## src/rtl/alu_seq_responder_if.sv

```systemverilog
// Request/response handshake bundle for the sequential ALU responder.
interface alu_seq_responder_if #(
  parameter int nIO = 8
);
  logic                  req_valid;
  logic                  req_ready;
  logic signed [nIO-1:0] A;
  logic signed [nIO-1:0] B;
  logic [2:0]            OP;
  logic                  resp_valid;
  logic                  resp_ready;
  logic signed [nIO-1:0] Z;
  logic                  OV;

  modport master (
    output req_valid, A, B, OP, resp_ready,
    input  req_ready, resp_valid, Z, OV
  );

  modport slave (
    input  req_valid, A, B, OP, resp_ready,
    output req_ready, resp_valid, Z, OV
  );
endinterface

```

## src/rtl/alu_seq_responder.sv

```systemverilog
// Handshaked registered ALU, one request in flight; result carries a signed-overflow flag.
// Define ALU_SEQ_MUL_EN to build the multi-cycle shift-add signed multiply for OP=111.
module alu_seq_responder #(
  parameter int nIO = 8
) (
  input logic               clk,
  input logic               rst_n,
  alu_seq_responder_if.slave bus
);

  localparam logic [2:0] OP_ADD = 3'b000;
  localparam logic [2:0] OP_SUB = 3'b001;
  localparam logic [2:0] OP_MAX = 3'b010;
  localparam logic [2:0] OP_MIN = 3'b011;
  localparam logic [2:0] OP_AND = 3'b100;
  localparam logic [2:0] OP_OR  = 3'b101;
  localparam logic [2:0] OP_XOR = 3'b110;

`ifdef ALU_SEQ_MUL_EN
  typedef enum logic [1:0] {IDLE = 2'd0, MULT = 2'd1, DONE = 2'd2} state_t;
`else
  typedef enum logic [1:0] {IDLE = 2'd0, DONE = 2'd2} state_t;
`endif

  state_t state, state_nxt;
  logic   accept;
  logic   is_mul;
  logic   mul_last;
  logic signed [nIO-1:0] z_p1;
  logic                  ov_p1;

  // Single-cycle ops; an unknown/unsupported opcode reports Z=0, OV=1.
  function automatic logic [nIO:0] alu_eval(input logic signed [nIO-1:0] a,
                                            input logic signed [nIO-1:0] b,
                                            input logic [2:0] op);
    logic signed [nIO-1:0] r;
    logic                  ov;
    r  = '0;
    ov = 1'b0;
    case (op)
      OP_ADD: begin
        r  = a + b;
        ov = (a[nIO-1] == b[nIO-1]) && (r[nIO-1] != a[nIO-1]);
      end
      OP_SUB: begin
        r  = a - b;
        ov = (a[nIO-1] != b[nIO-1]) && (r[nIO-1] != a[nIO-1]);
      end
      OP_MAX:  r = (a >= b) ? a : b;
      OP_MIN:  r = (a <= b) ? a : b;
      OP_AND:  r = a & b;
      OP_OR:   r = a | b;
      OP_XOR:  r = a ^ b;
      default: ov = 1'b1;
    endcase
    return {ov, r};
  endfunction

  assign bus.req_ready  = (state == IDLE) || (state == DONE && bus.resp_ready);
  assign bus.resp_valid = (state == DONE);
  assign bus.Z          = z_p1;
  assign bus.OV         = ov_p1;
  assign accept         = bus.req_valid && bus.req_ready;

`ifdef ALU_SEQ_MUL_EN
  localparam int CW = $clog2(nIO);

  logic [2*nIO-1:0]        acc_p, ma_p, acc_nxt;
  logic signed [2*nIO-1:0] prod;
  logic [nIO:0]            mb_p;
  logic                    neg_p;
  logic [CW-1:0]           cnt_p;

  // nIO+1 bits so that the magnitude of the most negative value is representable.
  function automatic logic [nIO:0] mag(input logic signed [nIO-1:0] v);
    logic [nIO:0] e;
    e = {v[nIO-1], v};
    return e[nIO] ? (~e + 1'b1) : e;
  endfunction

  function automatic logic mul_ovf(input logic signed [2*nIO-1:0] p);
    return !((&p[2*nIO-1:nIO-1]) || !(|p[2*nIO-1:nIO-1]));
  endfunction

  assign is_mul   = (bus.OP == 3'b111);
  assign mul_last = (state == MULT) && (cnt_p == CW'(nIO - 1));
  assign acc_nxt  = acc_p + (mb_p[0] ? ma_p : '0);
  assign prod     = neg_p ? -$signed(acc_nxt) : $signed(acc_nxt);

  always_ff @(posedge clk) begin
    if (accept && is_mul) begin
      acc_p <= '0;
      ma_p  <= {{(nIO-1){1'b0}}, mag(bus.A)};
      mb_p  <= mag(bus.B);
      neg_p <= bus.A[nIO-1] ^ bus.B[nIO-1];
    end else if (state == MULT) begin
      acc_p <= acc_nxt;
      ma_p  <= ma_p << 1;
      mb_p  <= mb_p >> 1;
    end
  end

  always_ff @(posedge clk or negedge rst_n) begin
    if (!rst_n)                cnt_p <= '0;
    else if (accept && is_mul) cnt_p <= '0;
    else if (state == MULT)    cnt_p <= cnt_p + 1'b1;
  end
`else
  assign is_mul   = 1'b0;
  assign mul_last = 1'b0;
`endif

  always_ff @(posedge clk or negedge rst_n) begin
    if (!rst_n) state <= IDLE;
    else        state <= state_nxt;
  end

  always_comb begin
    state_nxt = state;
    case (state)
      IDLE: if (accept) state_nxt = is_mul ? state_t'(2'd1) : DONE;
`ifdef ALU_SEQ_MUL_EN
      MULT: if (mul_last) state_nxt = DONE;
`endif
      DONE: begin
        if (accept)              state_nxt = is_mul ? state_t'(2'd1) : DONE;
        else if (bus.resp_ready) state_nxt = IDLE;
      end
      default: state_nxt = IDLE;
    endcase
  end

  // Result register: loaded on accept for 1-cycle ops, or on the final multiply step.
  always_ff @(posedge clk or negedge rst_n) begin
    if (!rst_n) begin
      z_p1  <= '0;
      ov_p1 <= 1'b0;
    end else if (accept && !is_mul) begin
      {ov_p1, z_p1} <= alu_eval(bus.A, bus.B, bus.OP);
`ifdef ALU_SEQ_MUL_EN
    end else if (mul_last) begin
      z_p1  <= prod[nIO-1:0];
      ov_p1 <= mul_ovf(prod);
`endif
    end
  end

endmodule
```

## src/flat_wrapper.sv

```systemverilog
// flat-port wrapper written by rule: the top's interface ports become plain ports
module alu_seq_responder_flat 
#(
  parameter int nIO = 8
)
  (clk, rst_n, bus_req_valid, bus_A, bus_B, bus_OP, bus_resp_ready, bus_req_ready, bus_resp_valid, bus_Z, bus_OV);
  alu_seq_responder_if #(.nIO(nIO)) bus_i ();
  input logic clk;
  input logic rst_n;
  input wire logic [$bits(bus_i.req_valid)-1:0] bus_req_valid;
  input wire logic [$bits(bus_i.A)-1:0] bus_A;
  input wire logic [$bits(bus_i.B)-1:0] bus_B;
  input wire logic [$bits(bus_i.OP)-1:0] bus_OP;
  input wire logic [$bits(bus_i.resp_ready)-1:0] bus_resp_ready;
  output wire logic [$bits(bus_i.req_ready)-1:0] bus_req_ready;
  output wire logic [$bits(bus_i.resp_valid)-1:0] bus_resp_valid;
  output wire logic [$bits(bus_i.Z)-1:0] bus_Z;
  output wire logic [$bits(bus_i.OV)-1:0] bus_OV;
  assign bus_i.req_valid = bus_req_valid;
  assign bus_i.A = bus_A;
  assign bus_i.B = bus_B;
  assign bus_i.OP = bus_OP;
  assign bus_i.resp_ready = bus_resp_ready;
  assign bus_req_ready = bus_i.req_ready;
  assign bus_resp_valid = bus_i.resp_valid;
  assign bus_Z = bus_i.Z;
  assign bus_OV = bus_i.OV;
  alu_seq_responder #(.nIO(nIO)) u_core (.clk(clk), .rst_n(rst_n), .bus(bus_i));
endmodule
```

## config.mk

```make
export PLATFORM = sky130hd
export DESIGN_NAME = alu_seq_responder_flat
export DESIGN_NICKNAME = d
export VERILOG_FILES = /design/src/rtl/alu_seq_responder_if.sv /design/src/rtl/alu_seq_responder.sv /design/src/flat_wrapper.sv
export SDC_FILE = /design/constraint.sdc
export NUM_CORES = 1
export LEC_CHECK = 0
export ABC_CLOCK_PERIOD_IN_PS = 1250
export BUFFER_PORTS_ARGS = -buffer_cell sky130_fd_sc_hd__buf_2
export CAP_MARGIN = 30
export CORE_ASPECT_RATIO = 1.2
export CORE_MARGIN = 2
export CORE_UTILIZATION = 53
export CTS_BUF_LIST = sky130_fd_sc_hd__clkbuf_4
export CTS_CLUSTER_SIZE = 28
export DETAILED_ROUTE_END_ITERATION = 12
export PLACE_DENSITY = 0.79
export SETUP_SLACK_MARGIN = 0.5
export SYNTH_ARGS = -nofsm -noshare
export SYNTH_HDL_FRONTEND = slang
export SYNTH_SLANG_ARGS = --single-unit
```

## constraint.sdc

```tcl
create_clock -name clk -period 1.25 [get_ports clk]
set_input_delay 0.125 -clock clk [delete_from_list [all_inputs] [get_ports clk]]
set_output_delay 0.125 -clock clk [all_outputs]
set_load 0.02 [all_outputs]
```

==> flow_metrics.py, run 1 <==
metrics = {
    "floorplanning": {
        "initial_utilization": 0.5563,
        "ioPinCount": 34,
        "dieWidth_um": 58.27,
        "rows": 23,
        "die_h_um": 69.12,
    },
    "synthesis": {
        "synthTopCellsByArea": "ha_1, dfrtp_1, mux2i_1, a21oi_1, inv_1",
        "synth_top_area_frac": 0.1603,
        "yosysMostFrequentCell": "ha_1",
        "yosysUniqueCellTypes": 54,
        "syn-num-nets": 292,
        "ys_top_cells_by_count": "ha_1, a21oi_1, inv_1, nand2_1, nor2_1",
        "synth_largest_area_cell": "ha_1",
        "async_reset_ff_frac": 1.000,
        "synth.avg_cell_area_sq_um": 7.708,
        "seq_area_frac_synth": 0.1336,
        "synthCells": 243,
        "yosys_warnings": 0,
        "synth_area_sq_mm": 0.001873,
        "synth-seq-cells": 10,
        "ys.flop_type": "dfrtp_1",
        "synth_edf_count": 0,
    },
    "global_route": {
        "grt_pass1_wl_mm": 20.35,
        "track_usage": 0.6722,
        "gr-total-overflow": 15,
        "grt_max_degree": 15,
        "grt_pass1_vias": 3694,
    },
    "status": {
        "status": "stopped before the end",
        "stop_stage": "5_1_grt",
        "first-error": "[ERROR GRT-0116] Global routing finished with congestion. Check the congestion regions in the DRC Viewer.",
    },
    "place": {
        "detailedPlace.worstSlack_ps": -1139,
        "dp_cells": 397,
        "dp_hpwl_mm": 5.820,
        "portBuffers": 33,
        "gp_congestion": 0.9246,
        "place_area_sq_mm": 0.002893,
    },
    "cts": {
        "root_buffer": "clkbuf_4",
        "htree_levels": 1,
        "cts_buffers": 3,
        "clockBufferDepth": 2,
        "numClockSinks": 10,
    },
}
## what timing repair did
action | 4_1_cts
resized for setup | 68
pin swaps | 27
setup buffers | 17
endpoints found under the setup margin | 20
cloned | 0
hold buffers | 1
hold endpoints to repair | 10
## cell families after synthesis
| logic type | Yosys count | share of synthesized area |
|---|---|---|
| AOI/OAI and AO/OA | 79 | 0.2946 |
| and+or+nand+nor | 73 | 0.2037 |
| buffers and inverters | 33 | 0.07281 |
| adders and majority gates | 26 | 0.1817 |
| muxes | 14 | 0.07615 |
| DFF | 10 | 0.1336 |
| xor gates and xnor gates | 8 | 0.03741 |
## layer usage
layer  overflow  GRT usage
met1          0     0.7219
met2          8     0.8652
met3          0     0.3771
met4          7     0.6899
met5          0          0
## through the flow
stage | hold slack [ps] | util | TNS [ps]
2_1_floorplan | -170.6 | - | -6283
3_3_place_gp | -5.721 | 0.8592 | -8789
4_1_cts | 66.24 | 0.9822 | -5236
3_5_place_dp | 5.854 | 0.8592 | -9436
==> run 2, diff against run 1 <==
==> config.mk (replaced) <==
export PLATFORM = sky130hd
export DESIGN_NAME = alu_seq_responder_flat
export DESIGN_NICKNAME = d
export VERILOG_FILES = /design/src/rtl/alu_seq_responder_if.sv /design/src/rtl/alu_seq_responder.sv /design/src/flat_wrapper.sv
export SDC_FILE = /design/constraint.sdc
export NUM_CORES = 1
export LEC_CHECK = 0
export ABC_CLOCK_PERIOD_IN_PS = 1620
export BUFFER_PORTS_ARGS = -buffer_cell sky130_fd_sc_hd__buf_2
export CAP_MARGIN = 30
export CORE_MARGIN = 2
export CORE_UTILIZATION = 40
export DETAILED_ROUTE_END_ITERATION = 12
export PLACE_DENSITY_LB_ADDON = 0.15
export SYNTH_ARGS = -nofsm -noshare
export SYNTH_HDL_FRONTEND = slang
export SYNTH_SLANG_ARGS = --single-unit
==> constraint.sdc (replaced) <==
create_clock -name clk -period 1.62 [get_ports clk]
set_input_delay 0.162 -clock clk [delete_from_list [all_inputs] [get_ports clk]]
set_output_delay 0.162 -clock clk [all_outputs]
set_load 0.02 [all_outputs]
==> run 2 against run 1 <==
  * The flow now finishes, with violations (setup timing)
  * Synthesized area unchanged
  * Synthesized cell count unchanged
==> flow_metrics.py, run 2 <==
metrics = {
    "cells_and_area": {
        "diodes": 0,
        "register_area_sq_um": 250.2,
        "final_common_cell": "buf_4",
        "multi_input_area_sq_mm": 0.001758,
        "largest_reg_flops": 8,
        "drive_gt1_frac": 0.5055,
        "nets": 416,
        "final_cell_mix": "buf_4, buf_2, nand2_1",
        "fillers": 361,
        "area_delta_synth_final_pct": 70.34,
        "fin_util": 0.7179,
    },
    "global_route": {
        "track_usage": 0.2898,
        "grt_pass1_wl_mm": 11.60,
        "grt_max_degree": 11,
        "gr-total-overflow": 0,
        "antenna_found_initial": 0,
        "grt_pass1_vias": 2366,
    },
    "synthesis": {
        "synth_area_sq_mm": 0.001873,
        "yosysUniqueCellTypes": 54,
        "async_reset_ff_frac": 1.000,
        "synthTopCellsByArea": "ha_1, dfrtp_1, mux2i_1, a21oi_1, inv_1",
        "synth-seq-cells": 10,
        "yosys_warnings": 0,
        "synth_top_area_frac": 0.1603,
        "syn-num-nets": 292,
        "ys_top_cells_by_count": "ha_1, a21oi_1, inv_1, nand2_1, nor2_1",
        "ys.flop_type": "dfrtp_1",
        "synthCells": 243,
        "yosysMostFrequentCell": "ha_1",
        "seq_area_frac_synth": 0.1336,
        "synth_edf_count": 0,
        "synth_largest_area_cell": "ha_1",
        "synth.avg_cell_area_sq_um": 7.708,
    },
    "sta": {
        "setup_viol": 9,
        "min_period_ps": 2061,
        "slew_viol_final": 0,
        "hold_violations": 0,
        "postLayoutSetupSlackWorst_ps": -440.9,
        "timing.final.crit_share": 1.272,
        "grt_setup_unrepaired": "true",
        "clock.fmax_mhz": 485.2,
        "whs_ps": 137.3,
        "skew_ps": 1.998,
        "timing.slew.headroom": 0.7599,
        "worst_pin_slew_ps": 354.6,
    },
    "power": {
        "p_comb_frac": 0.642,
        "swShare": 0.4055,
        "clkPwrFrac": 0.181,
        "p_per_area_mw_per_mm2": 568.5,
        "leakagePower_nw": 1.521,
        "peakVddDrop_v": 0.0005321,
        "netSwitchingPower_mw": 0.7355,
        "internal-power_mw": 1.078,
        "seqPwrFrac": 0.177,
    },
    "floorplanning": {
        "rows": 24,
        "ioPinCount": 34,
        "die_h_um": 72.43,
        "initial_utilization": 0.4215,
        "die_area_sq_mm": 0.005246,
        "dieWidth_um": 72.43,
        "core_sq_mm": 0.004444,
    },
    "cts": {
        "cts_tree": "done",
        "insertion_delay_ps": 240,
        "cts_buffers": 3,
        "clockBufferDepth": 2,
        "htree_levels": 1,
        "root_buffer": "clkbuf_8",
        "numClockSinks": 10,
        "path_clk_slew_ps": 50,
    },
    "setup_path": {
        "r2r-end": "u_core.bus.Z[4]",
        "regToRegSetupSlack_ps": 80,
        "worstPathMaxFanout": 4,
        "cpMaxStageDelayCell": "fa_2",
        "startpoint": "bus_A[0]",
        "worstSetupEndpointType": "flip-flop",
        "critPathCapture": "u_core.bus.Z[7]",
        "critical_path_class": "input port to flip-flop",
        "cp_slowest_stage_delay_ps": 380,
        "reg2reg_depth": 6,
        "path_cells": "buf_12 -> inv_12 -> ha_4 -> inv_2 -> fa_2 -> nor2b_4 -> o311ai_4 -> a31oi_4 -> nand2_4 -> mux2i_1 -> a311o_1 -> a221o_1",
        "worstPathArrival_ps": 2190,
        "critPathLaunchType": "input port",
        "cp.required_ps": 1750,
        "timing.rr.start": "u_core.state[1]",
    },
    "status": {
        "status": "finished, violations left",
        "violations": "setup timing",
    },
    "route": {
        "wl_mm": 7.281,
        "vias": 2432,
        "vias_per_cell": 5.818,
        "drtIter0Drc": 139,
        "ant_nets": 0,
        "wl_per_cell_um": 17.42,
        "first_pass_iters": 5,
        "drc": 0,
    },
    "place": {
        "gp_congestion": 0.9024,
        "portBuffers": 33,
        "dp_hpwl_mm": 5.308,
    },
    "worst_hold_path": {
        "hold_class": "input port to flip-flop",
    },
    "job": {
        "drv_cap": 0,
    },
}
-- run 2: cell counts after synthesis --
Identical to the previous run, type by type.
-- run 2: per-layer routing --
metal  GRT usage  share of wire  wire length [um]
met2      0.5025           0.49              3566
met5           0              0                 0
met3     0.04306          0.061               442
met1      0.3575           0.41              2978
met4      0.1214          0.040               294
-- run 2: power by group through the flow --
stage          sequential, mW  clock, mW  combinational, mW
3_3_place_gp            0.321          0              0.990
4_1_cts                 0.318      0.333               1.13
3_5_place_dp            0.320          0               1.00
5_1_grt                 0.324      0.350               1.24
6_report                0.322      0.328               1.16
2_1_floorplan           0.375          0              0.525
-- run 2: cell families (layout without fill, tap and decap cells) --
| family | count (synthesis) | after routing | share of synthesized area |
|---|---|---|---|
| AO/OA/AOI/OAI | 79 | 79 | 0.2946 |
| XOR/XNOR | 8 | 8 | 0.03741 |
| adder cells (fa/ha/maj) | 26 | 26 | 0.1817 |
| buffers and inverters | 33 | 156 | 0.07281 |
| flip-flops | 10 | 10 | 0.1336 |
| multiplexers | 14 | 14 | 0.07615 |
| AND/OR/NAND/NOR | 73 | 73 | 0.2037 |
-- run 2: worst min-delay path by stage --
| stage | startpoint | endpoint | slack, ps | depth (start not counted) |
|---|---|---|---|---|
| finish | bus_req_valid | u_core.state[1] | 140 | 2 |
| global route | bus_req_valid | u_core.state[1] | 140 | 2 |
| CTS | bus_req_valid | u_core.state[1] | 140 | 2 |
| detailed placement | rst_n | u_core.bus.Z[4] | 40 | 1 |
| global placement | rst_n | u_core.bus.Z[0] | 50 | 1 |
| floorplan | rst_n | u_core.bus.OV | -130 | 0 |
-- run 2: per-stage QoR --
stage / power (mW) / setup TNS [ps] / std cells / setup slack (ps) / cell area (sq um)
2_1_floorplan: 0.9006 / -3286 / 243 / -533.4 / 2014
3_3_place_gp: 1.311 / -6091 / 404 / -737.7 / 2830
3_5_place_dp: 1.320 / -6326 / 404 / -781.9 / 2830
4_1_cts: 1.777 / -2973 / 417 / -425.0 / 3167
5_1_grt: 1.914 / -3646 / 418 / -507.9 / 3191
6_report: 1.814 / -3114 / 418 / -440.9 / 3191
-- run 2: worst max-delay path: cells and delay by family --
| kind | cells | cell delay, ps |
|---|---|---|
| AO/OA/AOI/OAI | 4 | 990 |
| buffers and inverters | 3 | 190 |
| AND/OR/NAND/NOR | 2 | 270 |
| multiplexers | 1 | 80 |
| adder cells (fa/ha/maj) | 2 | 500 |
-- run 2: layout make-up --
cell class | count | area share
Clock buffer | 4 | 0.01725
Inverter | 23 | 0.03255
Multi-Input combinational cell | 200 | 0.5510
Sequential cell | 10 | 0.07843
Tap cell | 52 | 0.02039
Timing Repair Buffer | 129 | 0.3004
-- run 2: timing repair --
action                                 4_1_cts  5_1_grt
gates resized for setup                     54        4
setup endpoints to repair                    9        9
pin swaps                                   26        7
setup buffers                               10        1
hold buffers                                 1        0
endpoints found under the hold margin       10        0
(Power assumes the default switching activity.)
